==> src/rtl/serial_adder_pkg.sv <==
// Shared types and constants for the bit-serial adder controller.
package serial_adder_pkg;

   localparam int DEFAULT_WIDTH = 32'd4;

   typedef enum logic [1:0] {
      IDLE = 2'd0,
      RUN  = 2'd1,
      DONE = 2'd2
   } state_e;

endpackage : serial_adder_pkg

==> src/rtl/serial_adder_ctrl_if.sv <==
// Operand-intake / result-output bundle for serial_adder_ctrl.
// master = operand producer and result consumer, slave = the controller.
interface serial_adder_ctrl_if #(
   parameter int WIDTH = serial_adder_pkg::DEFAULT_WIDTH
);
   logic             start_valid;
   logic             start_ready;
   logic [WIDTH-1:0] a;
   logic [WIDTH-1:0] b;
   logic             op;
   logic [WIDTH:0]   result;
   logic             result_valid;
   logic             result_ready;
   logic             busy;

   modport master (
      output start_valid, a, b, op, result_ready,
      input  start_ready, result, result_valid, busy
   );

   modport slave (
      input  start_valid, a, b, op, result_ready,
      output start_ready, result, result_valid, busy
   );
endinterface : serial_adder_ctrl_if

==> src/rtl/serial_adder_ctrl_full_adder_cell.sv <==
// Single-bit full adder built from xor/and/or gates; carry is the majority
// of (a, b, cin) expressed as generate | (propagate & cin).
module full_adder_cell (
   input  logic a,
   input  logic b,
   input  logic cin,
   output logic sum,
   output logic cout
);
   logic prop_s;
   logic gen_s;
   logic prop_c_s;

   xor u_xor_p (prop_s, a, b);
   xor u_xor_s (sum, prop_s, cin);
   and u_and_g (gen_s, a, b);
   and u_and_p (prop_c_s, prop_s, cin);
   or  u_or_c  (cout, gen_s, prop_c_s);
endmodule : full_adder_cell

==> src/rtl/serial_adder_ctrl.sv <==
// Bit-serial adder controller: one full-adder cell, LSB first, one bit per clock.
// Define SUBTRACT_EN to enable op=1 subtraction (a + ~b + 1).
module serial_adder_ctrl
   import serial_adder_pkg::*;
#(
   parameter int WIDTH = DEFAULT_WIDTH
) (
   input  logic                clk,
   input  logic                reset,
   serial_adder_ctrl_if.slave  bus
);
   localparam int CW = $clog2(WIDTH);

   state_e           state_q, state_d;
   logic [WIDTH-1:0] a_sh_q, a_sh_d;
   logic [WIDTH-1:0] b_sh_q, b_sh_d;
   logic [WIDTH-2:0] sum_sh_q, sum_sh_d;
   logic             carry_q, carry_d;
   logic [CW-1:0]    count_q, count_d;
   logic [WIDTH:0]   result_q, result_d;
   logic             result_valid_q, result_valid_d;
   logic             start_ready_q, start_ready_d;
   logic             busy_q, busy_d;

   logic             fa_sum_s;
   logic             fa_cout_s;

   full_adder_cell u_fa (
      .a    (a_sh_q[0]),
      .b    (b_sh_q[0]),
      .cin  (carry_q),
      .sum  (fa_sum_s),
      .cout (fa_cout_s)
   );

   // Next-state and next-output computation for the IDLE/RUN/DONE sequence.
   always_comb begin
      state_d        = state_q;
      a_sh_d         = a_sh_q;
      b_sh_d         = b_sh_q;
      sum_sh_d       = sum_sh_q;
      carry_d        = carry_q;
      count_d        = count_q;
      result_d       = result_q;
      result_valid_d = result_valid_q;
      start_ready_d  = start_ready_q;
      busy_d         = busy_q;

      case (state_q)
         IDLE: begin
            if (bus.start_valid) begin
               a_sh_d        = bus.a;
               sum_sh_d      = '0;
               count_d       = '0;
`ifdef SUBTRACT_EN
               if (bus.op) begin
                  b_sh_d  = ~bus.b;
                  carry_d = 1'b1;
               end else begin
                  b_sh_d  = bus.b;
                  carry_d = 1'b0;
               end
`else
               b_sh_d        = bus.b;
               carry_d       = 1'b0;
`endif
               state_d       = RUN;
               start_ready_d = 1'b0;
               busy_d        = 1'b1;
            end else begin
               start_ready_d = 1'b1;
               busy_d        = 1'b0;
            end
         end

         RUN: begin
            a_sh_d  = a_sh_q >> 1;
            b_sh_d  = b_sh_q >> 1;
            carry_d = fa_cout_s;
            count_d = count_q + CW'(1);
            for (int i = 0; i < WIDTH - 2; i++) begin
               sum_sh_d[i] = sum_sh_q[i+1];
            end
            sum_sh_d[WIDTH-2] = fa_sum_s;
            if (count_q == CW'(WIDTH - 1)) begin
               // The MSB sum bit goes straight to the result, never via sum_sh.
               result_d       = {fa_cout_s, fa_sum_s, sum_sh_q};
               result_valid_d = 1'b1;
               busy_d         = 1'b0;
               state_d        = DONE;
            end else begin
               busy_d         = 1'b1;
            end
         end

         DONE: begin
            if (bus.result_ready) begin
               result_valid_d = 1'b0;
               start_ready_d  = 1'b1;
               state_d        = IDLE;
            end else begin
               result_valid_d = 1'b1;
            end
         end

         default: begin
            state_d        = IDLE;
            result_valid_d = 1'b0;
            start_ready_d  = 1'b1;
            busy_d         = 1'b0;
         end
      endcase
   end

   // State, datapath and registered handshake outputs.
   always_ff @(posedge clk) begin
      if (reset) begin
         state_q        <= IDLE;
         a_sh_q         <= '0;
         b_sh_q         <= '0;
         sum_sh_q       <= '0;
         carry_q        <= 1'b0;
         count_q        <= '0;
         result_q       <= '0;
         result_valid_q <= 1'b0;
         start_ready_q  <= 1'b1;
         busy_q         <= 1'b0;
      end else begin
         state_q        <= state_d;
         a_sh_q         <= a_sh_d;
         b_sh_q         <= b_sh_d;
         sum_sh_q       <= sum_sh_d;
         carry_q        <= carry_d;
         count_q        <= count_d;
         result_q       <= result_d;
         result_valid_q <= result_valid_d;
         start_ready_q  <= start_ready_d;
         busy_q         <= busy_d;
      end
   end

   assign bus.result       = result_q;
   assign bus.result_valid = result_valid_q;
   assign bus.start_ready  = start_ready_q;
   assign bus.busy         = busy_q;

endmodule : serial_adder_ctrl

==> src/flat_wrapper.sv <==
// flat-port wrapper written by rule: the top's interface ports become plain ports
module serial_adder_ctrl_flat import serial_adder_pkg::*;
#(
   parameter int WIDTH = DEFAULT_WIDTH
)
  (clk, reset, bus_start_valid, bus_a, bus_b, bus_op, bus_result_ready, bus_start_ready, bus_result, bus_result_valid, bus_busy);
  serial_adder_ctrl_if #(.WIDTH(WIDTH)) bus_i ();
  input  logic clk;
  input  logic reset;
  input wire logic [$bits(bus_i.start_valid)-1:0] bus_start_valid;
  input wire logic [$bits(bus_i.a)-1:0] bus_a;
  input wire logic [$bits(bus_i.b)-1:0] bus_b;
  input wire logic [$bits(bus_i.op)-1:0] bus_op;
  input wire logic [$bits(bus_i.result_ready)-1:0] bus_result_ready;
  output wire logic [$bits(bus_i.start_ready)-1:0] bus_start_ready;
  output wire logic [$bits(bus_i.result)-1:0] bus_result;
  output wire logic [$bits(bus_i.result_valid)-1:0] bus_result_valid;
  output wire logic [$bits(bus_i.busy)-1:0] bus_busy;
  assign bus_i.start_valid = bus_start_valid;
  assign bus_i.a = bus_a;
  assign bus_i.b = bus_b;
  assign bus_i.op = bus_op;
  assign bus_i.result_ready = bus_result_ready;
  assign bus_start_ready = bus_i.start_ready;
  assign bus_result = bus_i.result;
  assign bus_result_valid = bus_i.result_valid;
  assign bus_busy = bus_i.busy;
  serial_adder_ctrl #(.WIDTH(WIDTH)) u_core (.clk(clk), .reset(reset), .bus(bus_i));
endmodule
==> config.mk <==
export PLATFORM = sky130hd
export DESIGN_NAME = serial_adder_ctrl_flat
export DESIGN_NICKNAME = d
export VERILOG_FILES = /design/src/rtl/serial_adder_pkg.sv /design/src/rtl/serial_adder_ctrl_if.sv /design/src/rtl/serial_adder_ctrl_full_adder_cell.sv /design/src/rtl/serial_adder_ctrl.sv /design/src/flat_wrapper.sv
export SDC_FILE = /design/constraint.sdc
export NUM_CORES = 1
export LEC_CHECK = 0
export ABC_AREA = 1
export CORE_UTILIZATION = 45
export DETAILED_ROUTE_END_ITERATION = 8
export PLACE_DENSITY = 0.82
export SYNTH_ARGS = -nofsm -noshare
export SYNTH_HDL_FRONTEND = slang
export SYNTH_SLANG_ARGS = --single-unit
export TNS_END_PERCENT = 30
==> constraint.sdc <==
create_clock -name clk -period 1.4 [get_ports clk]
set_input_delay 0.21 -clock clk [delete_from_list [all_inputs] [get_ports clk]]
set_output_delay 0.21 -clock clk [all_outputs]
set_load 0.05 [all_outputs]
==> results of run 1 <==
## through the flow
stage / hold WS (ns) / TNS (ns) / std cells / setup slack [ns]
2_1_floorplan: 0.279 / 0 / 153 / 0.117
3_3_place_gp: 0.451 / 0 / 197 / 0.0228
3_5_place_dp: 0.492 / -0.202 / 197 / -0.0444
4_1_cts: 0.461 / 0 / 201 / 0.0139
5_1_grt: 0.466 / -0.126 / 201 / -0.0321
6_report: 0.471 / 0 / 201 / 0.0505
## cell usage in the layout (no fill, tap or decap), types with 4 or more instances in the layout
cell type and instances:
nor2_1 35, nand2_1 29, dfxtp_1 22, o21ai_0 19, clkdlybuf4s50_1 11, inv_1 9
a21oi_1 8, buf_12 8, nand3_1 4, ha_1 4
## state kept, by name, summed over array words and instances, names as in the netlist, 2 cells and up
signal	flops
u_core.b_sh_q	4
u_core.state_q	2
u_core.a_sh_q	4
u_core.bus.result	5
u_core.count_q	2
u_core.sum_sh_q	3
## synthesized netlist by cell type
| library cell | instances | area [um2] |
|---|---|---|
| buf_1 | 1 | 3.75 |
| nor2_1 | 35 | 131 |
| o211ai_1 | 1 | 7.51 |
| dfxtp_1 | 24 | 480 |
| o21ai_0 | 19 | 95.1 |
| buf_12 | 1 | 20.0 |
| nand3_1 | 4 | 20.0 |
| clkbuf_1 | 1 | 3.75 |
| inv_1 | 11 | 41.3 |
| or2_2 | 1 | 6.26 |
| inv_4 | 1 | 6.26 |
| a21boi_1 | 1 | 7.51 |
| buf_4 | 1 | 7.51 |
| fa_1 | 1 | 20.0 |
| a21oi_2 | 2 | 17.5 |
| a21oi_1 | 8 | 40.0 |
| nand2_1 | 29 | 109 |
| inv_2 | 1 | 3.75 |
| buf_6 | 1 | 11.3 |
| ha_1 | 6 | 75.1 |
| nand2_2 | 3 | 18.8 |
| nand2_4 | 1 | 11.3 |
## worst reg2reg max path, delay by kind of cell, from the launching register on
kind	cells	cell delay [ns]
AO/OA/AOI/OAI	1	0.13
adder cells (fa/ha/maj)	1	0.28
buffers and inverters	2	0.19
flip-flops	1	0.35
AND/OR/NAND/NOR	3	0.31
## what timing repair did
item | in CTS | in global routing
endpoints found under the hold margin | 0 | 0
cloned | 0 | 0
gates resized for setup | 5 | 4
setup endpoints to repair | 14 | 14
setup buffers | 0 | 0
## kinds of logic (layout without fill, tap and decap cells)
group           count (synthesis)  after routing
buf+inv                        18             38
compound gates                 31             31
fa+ha+maj                       7              7
flops                          24             24
simple gates                   73             73
## final cells by class
class	instances	area, um2
fill	205	811
timing repair buffer	21	285
sequential	24	483
tap	28	35.0
clock inverter	1	30.0
clock buffer	3	22.5
multi-input combinational	111	574
inverter	13	56.3
## routing by layer
metal,global-route usage,up-vias
li1,-,522
met1,0.210,439
met2,0.357,27
met3,0.0319,4
met4,0.0526,0
met5,0,-
## how the worst max path moves through the flow
stage / to / slack (ns) / depth (start not counted)
after global routing: u_core.b_sh_q[0]$_SDFFE_PP0P_ / -0.03 / 7
after floorplan: u_core.sum_sh_q[1]$_SDFFE_PP0P_ / 0.12 / 9
final: u_core.sum_sh_q[0]$_SDFFE_PP0P_ / 0.05 / 7
after detailed placement: u_core.sum_sh_q[1]$_SDFFE_PP0P_ / -0.04 / 7
after CTS: u_core.b_sh_q[3]$_SDFFE_PP0P_ / 0.01 / 8
after global placement: u_core.sum_sh_q[1]$_SDFFE_PP0P_ / 0.02 / 7
## power by group through the flow
stage | Combinational (W) | Sequential, W | Clock [W]
2_1_floorplan | 0.000977 | 0.00115 | 0
3_3_place_gp | 0.00130 | 0.00106 | 0
3_5_place_dp | 0.00137 | 0.00108 | 0
4_1_cts | 0.00140 | 0.00107 | 0.000506
5_1_grt | 0.00161 | 0.00110 | 0.000528
6_report | 0.00144 | 0.00108 | 0.000495
==> impl_results.md, run 1 <==
- Worst Setup End Kind: flip-flop
- Die width: 52.3 um
- # diodes: 0
- Net Sw Power: 0.00124 W
- Combinational Power Share: 0.478
- Hold Crit Class: in2reg
- Clk pin slew, worst setup/hold paths: 0.13 ns
- #FFs+latches synth: 24
- Outcome: finished, final reports clean
- First-pass GRT wire length: 3.80 mm
- Metal1 wirelength: 1.01 mm
- CP Data Arrival Time: 1.57 ns
- Synth Cell Area: 0.00114 mm2
- Placed cell areas: 0.00141 mm2
- Worst path slowest cell: dfxtp_2
- RSZ-0062 raised after global routing: yes
- Clock Path Buffers: 2
- Ys Warns: 0
- Crit path cell chain: inv_2 > ha_2 > nand2_2 > nand2_4 > inv_8 > a21oi_1 > nor2_1
- Hold Path Depth: 3
- Peak VDD IR: 1.35 mV
- Largest stage delay, worst path: 0.35 ns
- Netlist cell types: 22
- Setup Skew: 0.00189 ns
- Clk_lat worst skew: 0.31 ns
- GR Overflow Total: 0
- Die Ht: 52.3 um
- Maxcap violations: 0
- TritonRoute pass-1 iters: 4
- Worst-margin pin slew: 0.538 ns
- Reg-to-reg slack, setup: 0.05 ns
- Critical R2R Launch: u_core.state_q[1]$_SDFFE_PP0P_
- Initial Util: 0.495
- Worst slew margin: 0.641
- Worst Setup Start Kind: flip-flop
- DRC: 0
- Hold_sp: bus_a[3]
- DR WL/cell: 11.3 um
- Area Growth Syn to Fin: 30.7%
- Final Instance Area: 0.00149 mm2
- Final setup violation count: 0
- I/O Buffers: 19
- Post-DR vias/cell: 4.94
- Final period util: 0.964
- Mapped Nets: 173
- Cell Rows: 17
- H-tree depth: 1
- Final Critical Period: 1.35 ns
- Critical path class: reg2reg
- CTS tree: built
- R2R cell count: 7
- Mux contribution to synthesized area: 0
- WL final: 2.27 mm
- Core footprint: 0.00230 mm2
- Util after Layout: 0.647
- Final Hold Vio Count: 0
- Reg2Reg Capture Point: u_core.sum_sh_q[0]$_SDFFE_PP0P_
- I/O Pins: 21
- Number of global-route vias before repair: 929
- Clock share of power: 0.164
- Post-DP HPWL: 1.63 mm
- Largest net degree at the start of global routing: 22
- Initial antenna violation count: 0
- Nets@finish: 194
- Vias: 992
- Cell family contributing the most delay on the critical path: flip-flops
- LEAKAGE: 0.666 nW
- Overall power: 0.00301 W
- Area fraction in compound gates after synthesis: 0.147
- Cts bufs inserted: 3
- Clock Sinks: 24
- Cell-internal power: 0.00177 W
- Fmax: 741 MHz
- Sequential power share: 0.358
- Post-CTS Hold Buffers: 0
- Power per cell area: 2030 mW/mm2
- Syn_area_per_cell: 7.43 um2
- Worst Path Buf+Inv: 2
- Critical-path maximum fanout: 15
- Critical Path Start: u_core.state_q[1]$_SDFFE_PP0P_
- Share of cells above drive strength 1: 0.168
- GRT Overall Usage: 0.187
- Final Slew Violations: 0
- Gpl congestion: 0.875
- Die area: 0.00273 mm2
- Post-Synth XOR/XNOR Area: 0
- Seq/Total Area, Yosys: 0.422
- Adder and majority gate portion of the synthesized area: 0.0836
- Gate Count Post-Synth: 153
- Wire length on met2: 1.14 mm
- Largest family of logic cells by synthesized area: simple AND/OR/NAND/NOR gates
- Antenna viol nets, final: 0
- Hold Crit Endpoint: u_core.a_sh_q[3]$_SDFFE_PP0P_
- Clock tree root driver cell: clkbuf_4
- Switch share: 0.413
- Top Layer Used: met4
- Drt first-iter violations: 21
- Met3 WL: 91 um
- Synth Area in Simple Gates: 0.261
- Critical Path RT: 1.62 ns
(Power assumes the default switching activity.)
==> run 2, diff against run 1 <==
SLEW_MARGIN = 20   (was unset)
==> results of run 2 <==
Final layout, timing and power as in run 1 (identical DEF).
